File: src/rtl/rf_sched_pkg.sv
// Shared definitions for the register-file access scheduler: FSM state encoding
// and the default debug starvation threshold.
package rf_sched_pkg;

  localparam int STARVE_LIMIT_DEF = 8;

  typedef enum logic [2:0] {
    IDLE = 3'd0,
    ADR  = 3'd1,
    RS1  = 3'd2,
    RS2  = 3'd3,
    WAIT = 3'd4,
    DRD  = 3'd5,
    DCAP = 3'd6,
    DWR  = 3'd7
  } sched_state_e;

endpackage

File: src/rtl/rf_1r1w.sv
// 32x32 register storage, one write and one read port; read data appears one cycle
// after the address. A same-cycle write/read of one address returns the old contents.
module rf_1r1w (
  input  logic        clk,
  input  logic [4:0]  raddr,
  output logic [31:0] rdata,
  input  logic        we,
  input  logic [4:0]  waddr,
  input  logic [31:0] wdata
);

  logic [31:0] mem [32];

  always_ff @(posedge clk) begin
    if (we) mem[waddr] <= wdata;
    rdata <= mem[raddr];
  end

endmodule

File: src/rtl/rf_access_sched.sv
// Arbitrates the register file between pipeline operand reads and debug accesses.
// Operands land 1 cycle after each address; id_rfr_run holds the pipeline, writeback stalls debug writes.
module rf_access_sched
  import rf_sched_pkg::*;
#(
  parameter int STARVE_LIMIT = STARVE_LIMIT_DEF
) (
  input  logic        clk,
  input  logic        rst_n,
  input  logic        stall,
  input  logic        cpu_stat_idrfr,
  input  logic [4:0]  inst_rs1,
  input  logic [4:0]  inst_rs2,
  input  logic [4:0]  rd_adr_wb,
  input  logic        wbk_rd_reg_wb,
  input  logic [31:0] wbk_data_wb,
  input  logic        dbg_req,
  input  logic        dbg_we,
  input  logic [4:0]  dbg_adr,
  input  logic [31:0] dbg_wdata,
  output logic        dbg_ack,
  output logic [31:0] dbg_rdata,
  output logic        id_rfr_run,
  output logic [31:0] rs1_data,
  output logic [31:0] rs2_data
);

  localparam int CW = $clog2(STARVE_LIMIT + 1);

  sched_state_e state, state_nxt;
  logic [CW-1:0] starve_cnt;
  logic          starve;
  logic          dbg_go;
  logic          dbg_busy;
  logic          dwr_commit;
  logic [4:0]    raddr;
  logic [4:0]    raddr_q;
  logic [31:0]   ram_rdata;
  logic          ram_we;
  logic [4:0]    ram_waddr;
  logic [31:0]   ram_wdata;
  logic          fwd_hit;
  logic          fwd_vld;
  logic [4:0]    fwd_adr;
  logic [31:0]   fwd_dat;
  logic [31:0]   cap_dat;

  // dbg_req is still high during the ack cycle; masking it stops a duplicate grant.
  assign dbg_go   = dbg_req & ~dbg_ack;
  assign starve   = (starve_cnt == CW'(STARVE_LIMIT));
  assign dbg_busy = (state == DRD) | (state == DCAP) | (state == DWR);

  always_comb begin
    state_nxt  = state;
    raddr      = inst_rs1;
    dwr_commit = 1'b0;
    case (state)
      IDLE: begin
        if (dbg_go && starve)                state_nxt = dbg_we ? DWR : DRD;
        else if (cpu_stat_idrfr && !stall)   state_nxt = ADR;
        else if (dbg_go)                     state_nxt = dbg_we ? DWR : DRD;
      end
      ADR: begin
        raddr     = inst_rs1;
        state_nxt = stall ? WAIT : RS1;
      end
      RS1: begin
        raddr     = inst_rs2;
        state_nxt = stall ? WAIT : RS2;
      end
      RS2:  state_nxt = WAIT;
      WAIT: state_nxt = IDLE;
      DRD: begin
        raddr     = dbg_adr;
        state_nxt = DCAP;
      end
      DCAP: state_nxt = IDLE;
      DWR: begin
        if (!wbk_rd_reg_wb) begin
          dwr_commit = 1'b1;
          state_nxt  = IDLE;
        end
      end
      default: state_nxt = IDLE;
    endcase
  end

  // Writeback always wins the write port; x0 debug writes are acked but never stored.
  assign ram_we    = wbk_rd_reg_wb | (dwr_commit & (dbg_adr != 5'd0));
  assign ram_waddr = wbk_rd_reg_wb ? rd_adr_wb : dbg_adr;
  assign ram_wdata = wbk_rd_reg_wb ? wbk_data_wb : dbg_wdata;

  assign fwd_hit = wbk_rd_reg_wb & (rd_adr_wb != 5'd0) & (rd_adr_wb == raddr);
  assign cap_dat = (raddr_q == 5'd0)                   ? 32'd0   :
                   (fwd_vld && (fwd_adr == raddr_q))   ? fwd_dat : ram_rdata;

  assign id_rfr_run = (state == ADR) | (state == RS1) | (state == RS2) |
                      (cpu_stat_idrfr & ((state == IDLE) | dbg_busy));

  rf_1r1w u_rf (
    .clk   (clk),
    .raddr (raddr),
    .rdata (ram_rdata),
    .we    (ram_we),
    .waddr (ram_waddr),
    .wdata (ram_wdata)
  );

  always_ff @(posedge clk or negedge rst_n) begin
    if (!rst_n) begin
      state      <= IDLE;
      starve_cnt <= '0;
      dbg_ack    <= 1'b0;
      dbg_rdata  <= 32'd0;
      rs1_data   <= 32'd0;
      rs2_data   <= 32'd0;
      fwd_vld    <= 1'b0;
      fwd_adr    <= 5'd0;
      fwd_dat    <= 32'd0;
      raddr_q    <= 5'd0;
    end else begin
      state   <= state_nxt;
      dbg_ack <= (state == DCAP) | dwr_commit;
      fwd_vld <= fwd_hit;
      fwd_adr <= rd_adr_wb;
      fwd_dat <= wbk_data_wb;
      raddr_q <= raddr;
      if (dbg_ack)                              starve_cnt <= '0;
      else if (dbg_req && !dbg_busy && !starve) starve_cnt <= starve_cnt + CW'(1);
      if (state == RS1)  rs1_data  <= cap_dat;
      if (state == RS2)  rs2_data  <= cap_dat;
      if (state == DCAP) dbg_rdata <= cap_dat;
    end
  end

endmodule

File: config.mk
export PLATFORM = sky130hd
export DESIGN_NAME = rf_access_sched
export DESIGN_NICKNAME = d
export VERILOG_FILES = /design/src/rtl/rf_sched_pkg.sv /design/src/rtl/rf_1r1w.sv /design/src/rtl/rf_access_sched.sv
export SDC_FILE = /design/constraint.sdc
export NUM_CORES = 2
export LEC_CHECK = 0
export BUFFER_PORTS_ARGS = -buffer_cell sky130_fd_sc_hd__buf_2
export CAP_MARGIN = 30
export CORE_MARGIN = 3
export CORE_UTILIZATION = 55
export CTS_CLUSTER_SIZE = 30
export DETAILED_ROUTE_END_ITERATION = 12
export PLACE_DENSITY_LB_ADDON = 0.08
export SYNTH_ARGS = -nofsm -noshare
export SYNTH_HDL_FRONTEND = slang
export SYNTH_SLANG_ARGS = --single-unit
File: constraint.sdc
create_clock -name clk -period 3.6 [get_ports clk]
set_clock_uncertainty 0.2 [all_clocks]
set_input_delay 0.18 -clock clk [delete_from_list [all_inputs] [get_ports clk]]
set_output_delay 0.18 -clock clk [all_outputs]
set_load 0.02 [all_outputs]
==> results.txt <==
- The via count of the first global-routing pass is 28.4k.
* Post-Place Setup Slack: 0.228 ns
- Data required, critical path: 3.98 ns
- Path type of the worst min-delay path: in2reg
- IR analysis of the VDD net gives a maximum drop of 596 µV.
- Most frequent cells in the layout: 1024 x sky130_fd_sc_hd__edfxtp_1, 820 x sky130_fd_sc_hd__nand2_1, 253 x sky130_fd_sc_hd__nand3_1
- Cells with a size suffix above 1 make up 16.8% of the layout.
* Worst-case clock buffer depth: 3
* Full die area: 0.0879 mm²
- Share of the clock period used by the worst path: 95.2%
- Time the final worst path needs with I/O delays and setup: 3.43 ns
- Via/cell ratio: 6.22
- Number of I/O port buffers: 188
- Number of distinct standard cells referenced by the synthesized netlist: 49
- In this design, the stage delay of the slowest critical-path cell is 0.51 ns.
- After synthesis the netlist holds a flip-flop and latch count of 1203.
* Signed area change from the synthesized netlist to the final layout: 17.5%
- The first detailed-routing pass took 6 iterations.
- TritonCTS clock tree: built
* Number of buffer and inverter instances along the worst setup path: 2
* Crit start category: register
- Leaving out fill and tap cells, the most frequent cell in the layout is sky130_fd_sc_hd__edfxtp_1.
* Cell with the largest stage delay on the worst path: sky130_fd_sc_hd__dfrtp_1
- Synth Area per Inst: 14.3 µm²
- Number of sinks handled by clock tree synthesis: 1203
- Walking the worst path, the cells encountered are nand2b_1 > or2_2 > o221ai_4 > buf_12 > buf_12 > nand2_1 > a32oi_1 > nand4_1 > a311oi_1.
- Antenna violations before repair: 3
- Routability-driven placement finished with a final weighted congestion of 0.809.
- Total via count after detailed routing: 29.4k
- Wires add up to 132 mm.
- # DRC: 0
* Ratio of total power to cell area: 775 mW/mm²
- Setup violations remaining at the end of the flow were counted as 0.
- Total count of hold-check failures in the final report: 0
- Final core utilization: 65.8%
- In this run the count of I/O pins placed on the die edge is 189.
- In this run the cell area measured after placement is 0.0496 mm².
- After synthesis, flip-flops and latches occupy 75.6% of the total area.
- Headroom to the max-slew limit: 35.3%
- In the final layout, the multi-input gates occupy 0.0107 mm².
- Number of warning messages in the yosys log: 0
- Pin count of the biggest net entering global routing: 82
- Max-cap violations in this run came to 0.
- In this run the remaining antenna-violating nets after routing total 0.
* Register area: 0.0351 mm²
- Buffer type at the clock tree root: sky130_fd_sc_hd__clkbuf_16
- Result of the run: completed
- The worst setup path is of the reg2reg kind.
- The synthesized design contains 1024 enable-type register cells.
- The cell area that synthesis handed to floorplanning was 0.0464 mm².
* Critical path capture point type: register
- Vert. Die Dim: 296 µm
* Placeable Area: 0.0828 mm²
- Total negative slack: 0 ns
* CTS H-Tree Depth: 3
- The number of antenna diodes in the final layout is 0.
* Design area: 0.0545 mm²
- Setup repair after global routing missed its margin: no
- Counting the fill cells in the layout gives 5850.
- The most numerous cell type found on the critical path is sky130_fd_sc_hd__buf_12.
* Post-route worst setup slack: 0.174 ns
- Derived from the worst setup path, the maximum achievable clock frequency is 292 MHz.
- The count of final max-slew check failures came to 0.
- The initialized floorplan defines 105 standard-cell rows.
* Grt total ovfl: 0
- Detailed placement ended at an HPWL of 71.7 mm.
- Drt wl/cell: 27.8 µm
- For this run, the post-layout net count is 3646.
- Wire length of the first global-routing pass: 191 mm
- Leading register cell type out of synthesis: sky130_fd_sc_hd__edfxtp_1
* Lkg Pwr: 19.5 nW
- At the pin with the least slew margin, the transition time is 0.971 ns.
* Biggest fanout along the worst timing path: 46
- In the global route stage, overall resource usage came out at 30.0%.
- Initial core utilization: 56.0%
- Post-synth ARST share: 12.2%
- Post-synthesis net count: 3343
* Horizontal extent of the die: 296 µm
- Endpoint arrival time on the critical path: 3.80 ns
- After clock tree synthesis, the clock-pin slew on the worst setup and hold paths is 0.06 ns.
- After the first detailed-routing iteration, the DRC count stood at 3449.
* Total CTS buffers: 118
- Latest clock arrival within the worst-skew pair: 0.71 ns
- Cell count after synthesis: 3250
- Crit-path leading delay family: compound AO/OA/AOI/OAI gates
==> logic make-up after synthesis <==
logic type                 Yosys count  synth area share, %
DFF                               1203                 75.6
buffers and inverters              218                 2.00
adders and majority gates            2               0.0539
AOI/OAI and AO/OA                  387                 6.11
xor gates and xnor gates            12                0.227
muxes                              227                 5.08
and+or+nand+nor                   1201                 10.9
==> path summary, 6_finish.rpt <==
path | from | to | slack (ns) | cells after the start
max | state[1]$_DFFE_PN0P_ | u_rf.rdata[31]$_DFF_P_ | 0.17 | 9
min | inst_rs2[4] | u_rf.rdata[30]$_DFF_P_ | 0.02 | 4
max reg2reg | state[1]$_DFFE_PN0P_ | u_rf.rdata[31]$_DFF_P_ | 0.17 | 9
min reg2reg | rs2_data[4]$_DFFE_PN0P_ | rs2_data[4]$_DFFE_PN0P_ | 0.27 | 2
max in group asynchronous | rst_n | state[0]$_DFFE_PN0P_ | 2.36 | 4
min in group asynchronous | rst_n | rs2_data[9]$_DFFE_PN0P_ | 0.41 | 4
==> flip-flops by register name (all words and copies together) (netlist names) <==
name,count
u_rf.rdata,32
state,3
fwd_vld,1
u_rf.mem,1024
dbg_ack,1
rs2_data,32
rs1_data,32
fwd_dat,32
dbg_rdata,32
starve_cnt,4
fwd_adr,5
raddr_q,5
==> worst register-to-register path, cell delays in order (launching register included) <==
cell and delay, ns:
sky130_fd_sc_hd__dfrtp_1 0.51, sky130_fd_sc_hd__nand2b_1 0.16, sky130_fd_sc_hd__or2_2 0.41, sky130_fd_sc_hd__o221ai_4 0.36, sky130_fd_sc_hd__buf_12 0.34, sky130_fd_sc_hd__buf_12 0.34
sky130_fd_sc_hd__nand2_1 0.12, sky130_fd_sc_hd__a32oi_1 0.23, sky130_fd_sc_hd__nand4_1 0.23, sky130_fd_sc_hd__a311oi_1 0.43
==> area by class of cell <==
type / count / area share, %
clock inverter: 58 / 0.983
sequential: 1203 / 64.4
timing repair buffer: 389 / 6.14
clock buffer: 167 / 6.23
multi-input combinational: 1829 / 19.7
tap: 1070 / 2.46
inverter: 12 / 0.110
==> where the power goes <==
part / leakage [nW] / switching (mW) / total [mW] / internal, mW
logic: 6.26 / 9.08 / 13.3 / 4.25
registers: 11.3 / 0.568 / 16.8 / 16.2
clock network: 1.93 / 5.24 / 12.1 / 6.90
total: 19.5 / 14.9 / 42.2 / 27.4
==> repair_timing <==
item / CTS / global route
endpoints found under the hold margin: 198 / 0
buffers inserted: 0 / 0
hold buffers: 89 / 0
endpoints found under the setup margin: 0 / 4
resized for setup: 0 / 1
==> synthesized netlist by cell type, drive strengths merged (2+ instances only) <==
cell type  count  area share (%)
inv           12           0.097
clkbuf       119            0.96
mux2          66             1.6
nand2b         3           0.040
and3           4           0.054
o221ai         4            0.23
nand4         36            0.49
nor3b          6           0.097
mux2i        161             3.5
nor4          10            0.20
a31oi         34            0.46
xor2           6            0.11
nor3           4           0.043
nand2        821             6.6
ha             2           0.054
o31ai          3           0.049
nor2          52            0.44
edfxtp      1024              66
dfxtp         32             1.4
buf           87            0.94
a32oi        159             3.0
o41ai          2           0.038
nor2b          2           0.027
nand3        253             2.7
o21ai        140             1.5
nand3b         4           0.065
a21oi          4           0.043
a32o           2           0.043
or2            3           0.040
a311oi        34            0.64
dfrtp        147             7.9
xnor2          6            0.11
==> stage by stage <==
stage          cells  total power, mW  hold WS, ns
2_1_floorplan   3250             25.0       -0.316
3_3_place_gp    4413             29.7       0.0467
3_5_place_dp    4414             30.0       0.0596
4_1_cts         4728             42.3     0.000732
5_1_grt         4728             44.1       0.0600
6_report        4728             42.2       0.0233
==> per-layer routing <==
metal | vias up | track usage, % | share of wire [%]
li1 | 12800 | - | -
met1 | 14700 | 42.3 | 40
met2 | 1637 | 48.2 | 47
met3 | 241 | 5.07 | 9.3
met4 | 4 | 10.1 | 3.3
met5 | - | 0 | 0.021
(Power assumes the default switching activity.)
